==> src/rtl/run_ctrl_pkg.sv <==
// run_ctrl_pkg: shared state encoding and widths for the front-panel run-control block
package run_ctrl_pkg;
  typedef enum logic [1:0] {
    IDLE     = 2'd0,
    RUNNING  = 2'd1,
    PAUSED   = 2'd2,
    RESUMING = 2'd3
  } run_state_t;
  localparam int PAUSE_CNT_W = 16;
endpackage

==> src/rtl/button_debounce.sv <==
// button_debounce: synchronizes an active-low pushbutton, debounces it and emits one press pulse per push
module button_debounce #(
  parameter int SYNC_STAGES     = 2,
  parameter int DEBOUNCE_CYCLES = 1,
  parameter int CNT_W           = 20
) (
  input  logic i_clk,
  input  logic i_rst,
  input  logic i_pin_n,
  output logic o_press
);
  logic [SYNC_STAGES-1:0] r_sync;
  logic [CNT_W-1:0]       r_cnt;
  logic                   r_armed;
  logic                   w_s;
  logic                   w_hit;
  logic                   w_done;
  assign w_s    = r_sync[SYNC_STAGES-1];
  assign w_hit  = r_armed ? !w_s : w_s;
  assign w_done = w_hit && (r_cnt == CNT_W'(DEBOUNCE_CYCLES - 1));
  // shift the raw pin through the synchronizer; reset looks like a released button
  always_ff @(posedge i_clk or posedge i_rst)
    if (i_rst) r_sync <= '1;
    else       r_sync <= {r_sync[SYNC_STAGES-2:0], i_pin_n};
  // armed: count low cycles to fire; disarmed: count high cycles to re-arm
  always_ff @(posedge i_clk or posedge i_rst)
    if (i_rst) begin
      r_cnt   <= '0;
      r_armed <= 1'b1;
      o_press <= 1'b0;
    end else begin
      r_cnt   <= (w_hit && !w_done) ? r_cnt + 1'b1 : '0;
      r_armed <= w_done ? !r_armed : r_armed;
      o_press <= w_done && r_armed;
    end
endmodule

==> src/rtl/run_continue_ctrl.sv <==
// run_continue_ctrl: Run/Continue pushbutton sequencer for the CPU; pause counter enabled by RUN_CTRL_PAUSE_COUNT_EN
import run_ctrl_pkg::*;
module run_continue_ctrl #(
  parameter int SYNC_STAGES     = 2,
  parameter int DEBOUNCE_CYCLES = 1,
  parameter int CNT_W           = 20
) (
  input  logic                   Clk,
  input  logic                   Reset,
  input  logic                   Run,
  input  logic                   Continue,
  input  logic                   pause_req,
  output logic                   start,
  output logic                   resume,
  output logic                   run_active,
  output logic                   paused,
  output logic [PAUSE_CNT_W-1:0] pause_count
);
  logic       w_run_press;
  logic       w_cont_press;
  run_state_t r_state;
  run_state_t w_next;
  button_debounce #(
    .SYNC_STAGES(SYNC_STAGES), .DEBOUNCE_CYCLES(DEBOUNCE_CYCLES), .CNT_W(CNT_W)
  ) u_run_db (
    .i_clk(Clk), .i_rst(Reset), .i_pin_n(Run), .o_press(w_run_press)
  );
  button_debounce #(
    .SYNC_STAGES(SYNC_STAGES), .DEBOUNCE_CYCLES(DEBOUNCE_CYCLES), .CNT_W(CNT_W)
  ) u_cont_db (
    .i_clk(Clk), .i_rst(Reset), .i_pin_n(Continue), .o_press(w_cont_press)
  );
  // next-state: presses not accepted in the current state are simply dropped
  always_comb begin
    w_next = r_state;
    unique case (r_state)
      IDLE:     w_next = w_run_press  ? RUNNING  : IDLE;
      RUNNING:  w_next = pause_req    ? PAUSED   : RUNNING;
      PAUSED:   w_next = w_cont_press ? RESUMING : PAUSED;
      RESUMING: w_next = pause_req    ? RESUMING : RUNNING;
      default:  w_next = IDLE;
    endcase
  end
  // state and registered outputs, all derived from the upcoming state
  always_ff @(posedge Clk or posedge Reset)
    if (Reset) begin
      r_state    <= IDLE;
      start      <= 1'b0;
      resume     <= 1'b0;
      run_active <= 1'b0;
      paused     <= 1'b0;
    end else begin
      r_state    <= w_next;
      start      <= (r_state == IDLE) && w_run_press;
      resume     <= w_next == RESUMING;
      run_active <= w_next != IDLE;
      paused     <= w_next == PAUSED;
    end
`ifdef RUN_CTRL_PAUSE_COUNT_EN
  logic [PAUSE_CNT_W-1:0] r_pause_cnt;
  // count RUNNING->PAUSED transitions, wrapping naturally
  always_ff @(posedge Clk or posedge Reset)
    if (Reset)                                    r_pause_cnt <= '0;
    else if ((r_state == RUNNING) && pause_req)   r_pause_cnt <= r_pause_cnt + 1'b1;
  assign pause_count = r_pause_cnt;
`else
  assign pause_count = '0;
`endif
endmodule

==> config.mk <==
export PLATFORM = sky130hd
export DESIGN_NAME = run_continue_ctrl
export DESIGN_NICKNAME = d
export VERILOG_FILES = /design/src/rtl/run_ctrl_pkg.sv /design/src/rtl/button_debounce.sv /design/src/rtl/run_continue_ctrl.sv
export SDC_FILE = /design/constraint.sdc
export NUM_CORES = 1
export LEC_CHECK = 0
export CORE_MARGIN = 5
export CORE_UTILIZATION = 27
export DETAILED_ROUTE_END_ITERATION = 7
export GPL_TIMING_DRIVEN = 0
export SLEW_MARGIN = 0
export SYNTH_ARGS = -nofsm -noshare
export SYNTH_HDL_FRONTEND = slang
export SYNTH_SLANG_ARGS = --single-unit
export TNS_END_PERCENT = 100
==> constraint.sdc <==
create_clock -name Clk -period 2.68 [get_ports Clk]
set_input_delay 0.268 -clock Clk [delete_from_list [all_inputs] [get_ports Clk]]
set_output_delay 0.268 -clock Clk [all_outputs]
set_load 0.01 [all_outputs]
==> results.py <==
metrics = {
    "run_status": {
        "status": "complete, no violations",
    },
    "finish": {
        "design_area_um2": 3170,
        "diodes": 0,
        "multi_input_area_um2": 1270,
        "drive_above_1_share": 0.159,
        "nets": 309,
        "syn2layout_area_growth_pct": 15.0,
        "seq_area_um2": 1360,
        "nFillCells": 1000,
    },
    "clock_tree": {
        "clkTransAtPathRegs_ns": 0.09,
        "cts_tree": "yes",
        "htreeDepth": 2,
        "postCtsHoldBufs": 0,
        "numCtsBuffers": 5,
        "clock_latency_ns": 0.31,
        "root_buffer": "clkbuf_8",
        "clkSinkCount": 54,
        "cts_resized": 0,
        "post_cts_buffers": 0,
        "clock_path_buffers": 2,
    },
    "power_and_ir_drop": {
        "p_int_mw": 1.16,
        "ir_worst_vdd_mv": 0.171,
        "p_seq_frac": 0.585,
        "p_leak_nw": 1.31,
        "netSwitchingPower_mw": 0.362,
        "clock_power_share": 0.311,
        "combPwrFrac": 0.104,
        "p_per_area_nw_per_um2": 479,
        "fin_total_pwr_mw": 1.52,
        "p_sw_frac": 0.238,
    },
    "sta": {
        "hold_viol": 0,
        "period_minus_slack_ns": 1.89,
        "holdWs_ns": 0.300,
        "worstMarginPinSlew_ns": 0.503,
        "setup_viol_count_final": 0,
        "clock.fmax_ghz": 0.528,
        "fin_crit_sh": 0.707,
        "skew_ns": 0.00910,
        "setup_tns_ns": 0,
        "finalMaxSlewViolations": 0,
        "slew_headroom": 0.664,
        "rsz0062_at_grt": "no",
    },
    "logic_synthesis": {
        "synth.most_common_cell": "dfrtp_1",
        "syn_area_per_cell_um2": 10.2,
        "ys_seq_area_frac": 0.493,
        "netlist_top_cells_area": "dfrtp_1 (44%), xnor2_1 (7.3%), dfstp_2 (5.7%)",
        "synthDistinctLibCells": 43,
        "yosys-top-cells-count": "dfrtp_1 (48), nor2_1 (42), xnor2_1 (23)",
        "synth_seq_cells": 54,
        "synth_top_area_cell": "dfrtp_1",
        "ys_warn_count": 0,
        "synth_top_area_share": 0.436,
        "synthCells": 269,
        "synthArstFlopShare": 1.00,
        "synthesis.area_um2": 2750,
        "synth_edf_count": 0,
        "ys.flop_type": "dfrtp_1",
    },
    "floorplanning": {
        "die_h_um": 111,
        "io_pins": 25,
        "die_area_um2": 12300,
        "chipWidth_um": 111,
        "initial_utilization": 0.279,
        "core_area_um2": 9860,
        "rows": 36,
    },
    "critical_path": {
        "slowest_delay_ns": 0.46,
        "reg2reg_from": "u_run_db.r_cnt[4]",
        "critPathKind": "flip-flop to flip-flop",
        "rr_worst_depth": 5,
        "r2r-end": "u_run_db.r_cnt[13]",
        "crit_required_ns": 2.87,
        "crit_slowest_cell": "dfrtp_1",
        "worstSetupEndpointType": "flip-flop",
        "crit_chain": "nor4_1 -> nand2_1 -> o31ai_4 -> buf_2 -> nor2_1",
        "cp.arrival_ns": 2.09,
        "critPathLaunchType": "flip-flop",
        "r2r_slack_ns": 0.79,
        "crit_fanout": 10,
    },
    "routing": {
        "via_per_inst": 4.35,
        "drcViolationCount": 0,
        "dr_total_vias": 1886,
        "avgRoutedWirePerCell_um": 11.4,
        "ant_nets": 0,
        "drtIter0Drc": 64,
        "drt_pass1_iterations": 4,
        "drt-total-wl_um": 4970,
    },
    "global_route": {
        "grt_overflow": 0,
        "grt_pass1_wl_um": 8710,
        "grtUsageTotal": 0.0831,
        "grt_max_degree": 34,
        "antenna_found_initial": 0,
        "grt_pass1_vias": 1939,
    },
    "flow_run": {
        "cap_viol_max_count": 0,
    },
    "place": {
        "placed_cell_area_um2": 3080,
        "place_congestion": 0.775,
        "port_buffers": 8,
        "dp_hpwl_um": 3520,
    },
    "worst_hold_path": {
        "hold_path.class": "input port to async pin",
    },
}
==> worst max-delay path by stage <==
stage                             startpoint             endpoint  slack [ns]  cells after the start
after floorplan           u_run_db.r_cnt[16]   u_run_db.r_cnt[10]        1.10                      5
after global placement                 Reset  u_cont_db.r_cnt[12]        0.03                      2
after detailed placement   u_run_db.r_cnt[4]    u_run_db.r_cnt[8]        0.82                      5
after CTS                  u_run_db.r_cnt[4]   u_run_db.r_cnt[13]        0.79                      5
after global routing      u_run_db.r_cnt[12]    u_run_db.r_cnt[8]        0.64                      5
final                      u_run_db.r_cnt[4]   u_run_db.r_cnt[13]        0.79                      5
==> cells in the final DEF (no fill, tap or decap), types with 2 or more instances in the layout <==
cell type,instances
dfrtp_1,48
nor2_1,42
xnor2_1,23
nand2_1,17
buf_4,16
conb_1,16
nor4_1,14
nand3_1,11
inv_1,10
nor3_1,10
clkdlybuf4s50_1,8
xor2_1,7
nand4_1,6
clkbuf_8,6
dfstp_2,6
a21oi_1,5
o21ai_0,4
or3_1,4
ha_1,4
mux2_2,3
buf_2,3
nor3b_1,3
nand4_4,2
clkbuf_1,2
nor4_4,2
and2_1,2
and4_1,2
o31ai_4,2
mux2i_1,2
nand2b_1,2
and3b_1,2
==> layer usage <==
layer	GRT usage	vias to the layer above	routed length, um
li1	-	951	-
met1	0.105	887	2400
met2	0.134	43	2270
met3	0.0207	5	211
met4	0.0353	0	78
met5	0	-	0
==> cells by family after synthesis <==
logic type / Yosys count / synth area share
compound gates: 18 / 0.0513
xor+xnor: 30 / 0.0954
fa+ha+maj: 4 / 0.0182
buf+inv: 32 / 0.0672
flops: 54 / 0.493
mux: 5 / 0.0195
other cells: 1 / 0.00136
simple gates: 125 / 0.254
==> critical path, delay by kind of cell, from the launching register on <==
family | cells | cell delay (ns)
buffers and inverters | 1 | 0.32
and+or+nand+nor | 3 | 0.56
AOI/OAI and AO/OA | 1 | 0.43
DFF | 1 | 0.46
==> power by group through the flow <==
stage	Combinational (mW)	Clock [mW]	Sequential, mW
final	0.158	0.473	0.888
after global routing	0.176	0.516	0.896
after CTS	0.159	0.493	0.889
after detailed placement	0.159	0	0.905
after global placement	0.154	0	0.903
after floorplan	0.0891	0	0.910
==> area by class of cell <==
type,count,share of cell area
multi-input combinational,198,0.400
timing repair buffer,9,0.0316
clock inverter,1,0.00158
buffer,21,0.0454
inverter,11,0.0130
tap,133,0.0525
sequential,54,0.429
clock buffer,7,0.0273
==> through the flow <==
step / utilization / std cells / setup slack [ns]
finish: 0.321 / 434 / 0.785
global route: 0.321 / 434 / 0.642
CTS: 0.321 / 434 / 0.789
detailed placement: 0.312 / 426 / 0.821
global placement: 0.310 / 425 / 0.0303
floorplan: - / 284 / 1.10
==> registers in the layout, indices dropped and copies added, names as in the netlist <==
signal,cells
u_run_db.o_press,1
paused,1
r_state,2
u_cont_db.o_press,1
u_cont_db.r_armed,1
u_cont_db.r_cnt,20
u_cont_db.r_sync,2
u_run_db.r_sync,2
u_run_db.r_cnt,20
resume,1
run_active,1
start,1
u_run_db.r_armed,1
No activity file was read; power rests on OpenSTA's default activity.
